File: src/rtl/key_cmd_scheduler_pkg.sv
// key_cmd_scheduler_pkg
//   Shared types and helpers for the key command scheduler.
//   - state_t    : arbiter FSM states (IDLE, OFFER)
//   - key_to_cmd : maps a key index to {sel, inc}; the key pair 2n/2n+1
//                  drives counter n, the odd key of the pair increments.
package key_cmd_scheduler_pkg;

  typedef enum logic {
    IDLE  = 1'b0,
    OFFER = 1'b1
  } state_t;

  localparam int unsigned SEL_MAX_W = 16;

  // Result is {sel[SEL_MAX_W-1:0], inc}; callers truncate sel to their width.
  function automatic logic [SEL_MAX_W:0] key_to_cmd(input int unsigned idx);
    return {SEL_MAX_W'(idx >> 1), idx[0]};
  endfunction

endpackage

File: src/rtl/key_cmd_scheduler_debounce.sv
// key_debounce
//   Per-key front end: 2-flop synchronizer, stability counter producing the
//   debounced level, and a one-cycle press event on its rising edge.
//   Optional macro KEY_CMD_SCHEDULER_AUTOREPEAT_EN adds auto-repeat events
//   (first after rpt_delay cycles, then every rpt_period cycles while held).
// Ports:
//   clk   : clock
//   rst_n : asynchronous active-low reset
//   key   : raw asynchronous key level, active-high
//   press : one-cycle press (or repeat) event
module key_debounce #(
  parameter int deb_cycles = 4
`ifdef KEY_CMD_SCHEDULER_AUTOREPEAT_EN
  ,
  parameter int rpt_delay  = 20,
  parameter int rpt_period = 8
`endif
) (
  input  logic clk,
  input  logic rst_n,
  input  logic key,
  output logic press
);

  localparam int DW = (deb_cycles > 1) ? $clog2(deb_cycles) : 1;

  logic          sync_1;
  logic          sync_2;
  logic          level;
  logic [DW-1:0] cnt;
  logic          settle;
  logic          rise;

  always_ff @(posedge clk or negedge rst_n) begin
    if (!rst_n) begin
      sync_1 <= 1'b0;
      sync_2 <= 1'b0;
    end else begin
      sync_1 <= key;
      sync_2 <= sync_1;
    end
  end

  // cnt only runs while the synchronized value disagrees with the accepted
  // level; a bounce back to the old level lands in the equal branch and
  // restarts the count.
  assign settle = (sync_2 != level) && (cnt == DW'(deb_cycles - 1));
  assign rise   = settle & sync_2;

  always_ff @(posedge clk or negedge rst_n) begin
    if (!rst_n) begin
      level <= 1'b0;
      cnt   <= '0;
    end else if (sync_2 == level) begin
      cnt <= '0;
    end else if (settle) begin
      level <= sync_2;
      cnt   <= '0;
    end else begin
      cnt <= cnt + 1'b1;
    end
  end

`ifdef KEY_CMD_SCHEDULER_AUTOREPEAT_EN
  localparam int RPT_MAX = (rpt_delay > rpt_period) ? rpt_delay : rpt_period;
  localparam int RW      = (RPT_MAX > 1) ? $clog2(RPT_MAX) : 1;

  logic [RW-1:0] rpt_cnt;
  logic          rpt_first_done;

  // The release edge (settle with sync low) wins over a repeat that would
  // otherwise fire in the same cycle the key is accepted as released.
  always_ff @(posedge clk or negedge rst_n) begin
    if (!rst_n) begin
      press          <= 1'b0;
      rpt_cnt        <= '0;
      rpt_first_done <= 1'b0;
    end else begin
      press <= rise;
      if (settle || !level) begin
        rpt_cnt        <= '0;
        rpt_first_done <= 1'b0;
      end else if (!rpt_first_done && (rpt_cnt == RW'(rpt_delay - 1))) begin
        press          <= 1'b1;
        rpt_cnt        <= '0;
        rpt_first_done <= 1'b1;
      end else if (rpt_first_done && (rpt_cnt == RW'(rpt_period - 1))) begin
        press   <= 1'b1;
        rpt_cnt <= '0;
      end else begin
        rpt_cnt <= rpt_cnt + 1'b1;
      end
    end
  end
`else
  always_ff @(posedge clk or negedge rst_n) begin
    if (!rst_n) begin
      press <= 1'b0;
    end else begin
      press <= rise;
    end
  end
`endif

endmodule

File: src/rtl/key_cmd_scheduler.sv
// key_cmd_scheduler
//   Debounces w_key push buttons, queues one press per key and offers the
//   queued presses as increment/decrement commands over a valid/ready
//   handshake, arbitrated round-robin.
//   Optional macro KEY_CMD_SCHEDULER_AUTOREPEAT_EN enables auto-repeat of held
//   keys (rpt_delay / rpt_period); without it those parameters are unused.
// Ports:
//   clk       : clock, posedge
//   rst_n     : asynchronous active-low reset
//   key       : raw key levels, active-high
//   cmd_valid : command offered
//   cmd_ready : consumer accepts the command
//   cmd_sel   : target counter index (key index / 2)
//   cmd_inc   : 1 = increment, 0 = decrement (key index bit 0)
//   pending   : queued-press flag per key
//   overrun   : one-cycle pulse when a press event was dropped
module key_cmd_scheduler
  import key_cmd_scheduler_pkg::*;
#(
  parameter int clk_mhz    = 50,
  parameter int w_key      = 4,
  parameter int deb_cycles = clk_mhz * 1000 * 10,
  parameter int rpt_delay  = clk_mhz * 1000 * 500,
  parameter int rpt_period = clk_mhz * 1000 * 100,
  localparam int SEL_W     = (w_key / 2 > 1) ? $clog2(w_key / 2) : 1
) (
  input  logic             clk,
  input  logic             rst_n,
  input  logic [w_key-1:0] key,
  output logic             cmd_valid,
  input  logic             cmd_ready,
  output logic [SEL_W-1:0] cmd_sel,
  output logic             cmd_inc,
  output logic [w_key-1:0] pending,
  output logic             overrun
);

  localparam int IW = (w_key > 1) ? $clog2(w_key) : 1;

  if ((w_key < 2) || (w_key % 2 != 0) || (deb_cycles < 1) ||
      (rpt_delay < 1) || (rpt_period < 1)) begin : g_bad_params
    $error("key_cmd_scheduler: illegal parameter set");
  end

  logic [w_key-1:0] press;
  logic [w_key-1:0] clr;
  state_t           state;
  state_t           state_nxt;
  logic [IW-1:0]    last_grant;
  logic [IW-1:0]    grant;
  logic [IW-1:0]    grant_nxt;
  logic             grant_found;
  logic             load;
  logic             handshake;

  for (genvar k = 0; k < w_key; k++) begin : g_key
`ifdef KEY_CMD_SCHEDULER_AUTOREPEAT_EN
    key_debounce #(
      .deb_cycles (deb_cycles),
      .rpt_delay  (rpt_delay),
      .rpt_period (rpt_period)
    ) u_debounce (
`else
    key_debounce #(
      .deb_cycles (deb_cycles)
    ) u_debounce (
`endif
      .clk   (clk),
      .rst_n (rst_n),
      .key   (key[k]),
      .press (press[k])
    );
  end

  // cmd_valid comes straight from the state register, never from cmd_ready.
  assign cmd_valid = (state == OFFER);
  assign handshake = (state == OFFER) && cmd_ready;

  // Round-robin search starting one past the last granted key.
  always_comb begin
    logic [IW-1:0] idx;
    grant_found = 1'b0;
    grant_nxt   = last_grant;
    for (int i = 1; i <= w_key; i++) begin
      idx = IW'((int'(last_grant) + i) % w_key);
      if (!grant_found && pending[idx]) begin
        grant_found = 1'b1;
        grant_nxt   = idx;
      end
    end
  end

  always_comb begin
    clr = '0;
    if (handshake) clr[grant] = 1'b1;
  end

  // A press landing on the bit being cleared this cycle re-queues it instead
  // of counting as an overrun.
  always_ff @(posedge clk or negedge rst_n) begin
    if (!rst_n) begin
      pending <= '0;
      overrun <= 1'b0;
    end else begin
      pending <= (pending & ~clr) | press;
      overrun <= |(press & pending & ~clr);
    end
  end

  always_ff @(posedge clk or negedge rst_n) begin
    if (!rst_n) state <= IDLE;
    else        state <= state_nxt;
  end

  always_comb begin
    state_nxt = state;
    load      = 1'b0;
    case (state)
      IDLE: begin
        if (grant_found) begin
          state_nxt = OFFER;
          load      = 1'b1;
        end
      end
      OFFER: begin
        if (cmd_ready) state_nxt = IDLE;
      end
      default: state_nxt = IDLE;
    endcase
  end

  always_ff @(posedge clk or negedge rst_n) begin
    if (!rst_n) begin
      grant      <= '0;
      last_grant <= IW'(w_key - 1);
      cmd_sel    <= '0;
      cmd_inc    <= 1'b0;
    end else begin
      if (load) begin
        grant   <= grant_nxt;
        cmd_sel <= SEL_W'(key_to_cmd(32'(grant_nxt)) >> 1);
        cmd_inc <= 1'(key_to_cmd(32'(grant_nxt)));
      end
      if (handshake) last_grant <= grant;
    end
  end

endmodule

File: config.mk
export PLATFORM = sky130hd
export DESIGN_NAME = key_cmd_scheduler
export DESIGN_NICKNAME = d
export VERILOG_FILES = /design/src/rtl/key_cmd_scheduler_pkg.sv /design/src/rtl/key_cmd_scheduler_debounce.sv /design/src/rtl/key_cmd_scheduler.sv
export SDC_FILE = /design/constraint.sdc
export NUM_CORES = 1
export LEC_CHECK = 0
export CAP_MARGIN = 5
export CORE_MARGIN = 1
export CORE_UTILIZATION = 53
export CTS_BUF_LIST = sky130_fd_sc_hd__clkbuf_4 sky130_fd_sc_hd__clkbuf_8 sky130_fd_sc_hd__clkbuf_16
export DETAILED_ROUTE_END_ITERATION = 8
export PLACE_DENSITY = 0.78
export SLEW_MARGIN = 20
export SYNTH_ARGS = -nofsm -noshare
export SYNTH_HDL_FRONTEND = slang
export SYNTH_SLANG_ARGS = --single-unit
File: constraint.sdc
create_clock -name clk -period 3.95 [get_ports clk]
set_clock_uncertainty 0.2 [all_clocks]
set_input_delay 0.395 -clock clk [delete_from_list [all_inputs] [get_ports clk]]
set_output_delay 0.395 -clock clk [all_outputs]
set_load 0.02 [all_outputs]
==> qor_table.md <==
| Step | Parameter | Reported |
|:---|:---|:---|
| sta | Final slew viol count | 0 |
| detailed routing | Post-route DRC | 1 |
| synthesis | Avg Cell Area, Syn | 10.3 µm² |
| detailed routing | Via count | 3548 |
| detailed routing | Number of DRC markers in iteration 0 | 149 |
| critical path | Destination of the worst register-to-register timing path | g_key[1].u_debounce.cnt[2] |
| critical path | Type of the worst setup path | reg2reg |
| critical path | Maximum single-stage delay on the critical path | 0.97 ns |
| placement | I/O Buffers | 14 |
| critical path | CP Capture Point | g_key[1].u_debounce.cnt[2] |
| floorplanning | FP Rows | 34 |
| worst hold path | Class of the tightest hold or removal check | reg2reg |
| sta | Final hold slack | 0.156 ns |
| global route | Wire length of the first global-routing pass | 15500 µm |
| critical path | FF-to-FF setup slack | 1.42 ns |
| synthesis | Number of synthesis warnings | 0 |
| layout | Final-layout fill cell count | 739 |
| global route | Vias in the first global route | 3440 |
| floorplanning | Vert. Die Dim | 98.1 µm |
| sta | Final setup TNS | 0 ns |
| sta | Unrepaired setup endpoints after global routing | false |
| status | Run status | complete, but fails checks |
| power | Cell Pwr Density | 342 mW/mm² |
| power | Peak supply drop | 0.222 mV |
| placement | Worst Setup Slack post-DPL | 1.43 ns |
| layout | Area growth from synthesis to layout | 9.23% |
| critical path | Cell-by-cell listing of the critical path | ha_1 -> nand4_1 -> o41ai_4 -> nor2_1 |
| placement | Number of placed instances with taps included | 588 |
| sta | Highest clock frequency the design can meet | 0.396 GHz |
| clock network | Insertion delay to the later sink of the worst-skew pair | 0.37 ns |
| detailed routing | Final WL | 8790 µm |
| critical path | Number of buffers and inverters on the critical path | 0 |
| sta | Clock period minus final worst setup slack | 2.53 ns |
| placement | Placed inst area | 0.00512 mm² |
| synthesis | Async SR Flop Fraction | 1.00 |
| clock network | Clock Path Buffers | 2 |
| layout | Area used by multi-input combinational logic | 0.00224 mm² |
| power | Leakage power figure | 2.15 nW |
| synthesis | Number of enable-type register cells in the synthesized netlist | 0 |
| critical path | Required time worst endpoint | 3.96 ns |
| sta | Number of setup violations in the final report | 0 |
| clock network | CTS tree | done |
| layout | Non-Filler Instances | 605 |
| clock network | Post-CTS resize count | 0 |
| sta | Final hold viol count | 0 |
| synthesis | Instance count of the mapped netlist | 476 |
| global route | Total overflow reported by the global router | 0 |
| critical path | CP Launch Type | flip-flop |
| global route | Number of antenna violations at the first check in global routing | 0 |
| floorplanning | Die Outline Area | 0.00962 mm² |
| placement | Weighted congestion at the end of routability-driven global placement | 0.865 |
| synthesis | Total standard cell area after synthesis | 0.00489 mm² |
| clock network | Buffer cell driving the clock tree root | sky130_fd_sc_hd__clkbuf_8 |
| critical path | Max FO, Critical Path | 17 |
| sta | Share of the clock period used by the worst path after layout | 0.640 |
| sta | Tightest Pin Transition | 0.924 ns |
| critical path | Critical path capture point type | flip-flop |
| critical path | WP data arrival | 2.54 ns |
| global route | Maximum number of pins on one net before global-route repair | 41 |
| layout | Proportion of layout cells with a drive suffix above 1 | 0.0825 |
| layout | Highest-count cells in the layout ignoring fill and taps | sky130_fd_sc_hd__dfrtp_1, sky130_fd_sc_hd__nor2_1, sky130_fd_sc_hd__xnor2_1, sky130_fd_sc_hd__nand2_1, sky130_fd_sc_hd__nand3_1 |
| floorplanning | Chip Width | 98.1 µm |
| global route | Combined global-route utilization of all metal layers | 0.200 |
| layout | Number of inserted diodes | 0 |
| sta | Smallest setup slack after layout | 1.42 ns |
| critical path | Critical register-to-register path startpoint | g_key[1].u_debounce.cnt[0] |
| critical path | Number of stages on the worst setup path | 4 |
| floorplanning | IO Pins | 15 |
| layout | Leading cell type in the layout, fill and taps excluded | sky130_fd_sc_hd__dfrtp_1 |
| clock network | Clock input transition at the sequential cells of the worst setup and hold paths | 0.10 ns |
| layout | Core occupancy in the finished layout | 0.604 |
| placement | Detailed-placement wirelength estimate | 5920 µm |
| clock network | Number of sinks handled by clock tree synthesis | 102 |
| detailed routing | DR WL/cell | 14.5 µm |
| synthesis | Flops & latches, synth | 102 |
| job | Max-cap violation count | 0 |
| critical path | Cell class contributing the biggest share of worst-path delay | compound AO/OA/AOI/OAI gates |
| floorplanning | Core outline area | 0.00885 mm² |
| clock network | Clock buffers created by TritonCTS | 9 |
| clock network | Depth of the CTS H-tree | 3 |
| critical path | Standard cell with the maximum stage delay on the critical path | sky130_fd_sc_hd__o41ai_4 |
| detailed routing | Antenna viol nets, final | 0 |
| floorplanning | Starting density of the core | 0.553 |
| detailed routing | Length of the first detailed-routing pass in iterations | 7 |
| sta | Relative slew slack | 0.382 |
| synthesis | Nets in the synthesized netlist | 487 |
| critical path | Worst reg-to-reg path cell count | 4 |
| power | Total power consumption of the routed design | 1.83 mW |
| synthesis | Most used flip-flop cell after synthesis | sky130_fd_sc_hd__dfrtp_1 |
| critical path | Critical path origin | g_key[1].u_debounce.cnt[0] |
| layout | Final net count | 503 |
| clock network | Post-CTS Repair Setup Buffers | 0 |
| layout | Final non-filler cell area | 0.00535 mm² |
| layout | Combined flip-flop and latch cell area | 0.00255 mm² |
| synthesis | Seq/Total Area, Yosys | 0.522 |
| status | Failing checks | DRC |
| synthesis | Number of distinct library cells after synthesis | 49 |
| detailed routing | Via density | 5.86 |
how the worst min path moves through the flow:
stage / start / to / slack, ns / cells after the start
floorplan: rst_n / cmd_sel / -0.10 / 0
finish: g_key[0].u_debounce.sync_1 / g_key[0].u_debounce.sync_2 / 0.16 / 0
global placement: g_key[0].u_debounce.sync_1 / g_key[0].u_debounce.sync_2 / 0.13 / 0
global route: g_key[3].u_debounce.sync_1 / g_key[3].u_debounce.sync_2 / 0.16 / 0
detailed placement: g_key[0].u_debounce.sync_1 / g_key[0].u_debounce.sync_2 / 0.13 / 0
CTS: g_key[3].u_debounce.sync_1 / g_key[3].u_debounce.sync_2 / 0.16 / 0
final cells by class:
type | instances | area share
Clock buffer | 10 | 0.0257
Clock inverter | 6 | 0.0145
Inverter | 9 | 0.00632
Multi-Input combinational cell | 353 | 0.420
Sequential cell | 102 | 0.478
Tap cell | 108 | 0.0253
Timing Repair Buffer | 17 | 0.0304
worst register-to-register path: stages (launching register included):
cell	delay, ns
sky130_fd_sc_hd__dfrtp_1	0.43
sky130_fd_sc_hd__ha_1	0.22
sky130_fd_sc_hd__nand4_1	0.43
sky130_fd_sc_hd__o41ai_4	0.97
sky130_fd_sc_hd__nor2_1	0.13
repair_timing:
action                                 CTS  global route
hold buffers                             1             0
endpoints found under the hold margin   36             0
setup endpoints to repair                0             0
sequential cells by signal, indices dropped and copies added, names as in the netlist:
name / count
g_key.u_debounce.press: 4
g_key.u_debounce.sync_2: 4
g_key.u_debounce.cnt: 76
pending: 4
overrun: 1
g_key.u_debounce.level: 4
last_grant: 2
cmd_sel: 1
cmd_valid: 1
g_key.u_debounce.sync_1: 4
grant: 1
cell usage after synthesis, types with 3 or more instances:
library cell | instances | area (µm²)
sky130_fd_sc_hd__a21o_1 | 3 | 22.5
sky130_fd_sc_hd__a21oi_1 | 13 | 65.1
sky130_fd_sc_hd__and2_1 | 4 | 25.0
sky130_fd_sc_hd__and3_1 | 5 | 31.3
sky130_fd_sc_hd__and4_1 | 6 | 52.6
sky130_fd_sc_hd__buf_2 | 4 | 20.0
sky130_fd_sc_hd__clkbuf_1 | 5 | 18.8
sky130_fd_sc_hd__dfrtp_1 | 100 | 2500
sky130_fd_sc_hd__ha_1 | 4 | 50.1
sky130_fd_sc_hd__inv_1 | 9 | 33.8
sky130_fd_sc_hd__mux2_2 | 5 | 56.3
sky130_fd_sc_hd__mux2i_1 | 4 | 40.0
sky130_fd_sc_hd__nand2_1 | 32 | 120
sky130_fd_sc_hd__nand3_1 | 26 | 130
sky130_fd_sc_hd__nand3b_1 | 4 | 30.0
sky130_fd_sc_hd__nand4_1 | 23 | 144
sky130_fd_sc_hd__nor2_1 | 73 | 274
sky130_fd_sc_hd__nor3_1 | 14 | 70.1
sky130_fd_sc_hd__nor4_1 | 19 | 119
sky130_fd_sc_hd__o21ai_0 | 10 | 50.1
sky130_fd_sc_hd__o31ai_1 | 5 | 37.5
sky130_fd_sc_hd__or2_2 | 5 | 31.3
sky130_fd_sc_hd__or3_1 | 7 | 43.8
sky130_fd_sc_hd__or4_1 | 4 | 30.0
sky130_fd_sc_hd__xnor2_1 | 40 | 350
sky130_fd_sc_hd__xor2_1 | 20 | 175
layer usage:
metal | vias to the layer above | share of wire | GRT usage
li1 | 1729 | - | -
met1 | 1736 | 0.46 | 0.263
met2 | 68 | 0.50 | 0.331
met3 | 15 | 0.032 | 0.0523
met4 | 0 | 0.012 | 0.0513
met5 | - | 0 | 0
report_power, final:
group / switching (mW) / internal [mW] / leakage (nW)
combinational: 0.0416 / 0.0208 / 0.658
sequential: 0.0141 / 1.06 / 1.39
clock: 0.369 / 0.322 / 0.107
cells by family (layout without fill, tap and decap cells):
| family | after synthesis | in the layout | share of synthesized area |
|---|---|---|---|
| AOI/OAI and AO/OA | 43 | 43 | 0.0655 |
| xor gates and xnor gates | 60 | 60 | 0.107 |
| adders and majority gates | 4 | 4 | 0.0102 |
| buffers and inverters | 21 | 42 | 0.0202 |
| DFF | 102 | 102 | 0.522 |
| muxes | 10 | 10 | 0.0228 |
| and+or+nand+nor | 236 | 236 | 0.252 |
No activity file was read; power rests on OpenSTA's default activity.
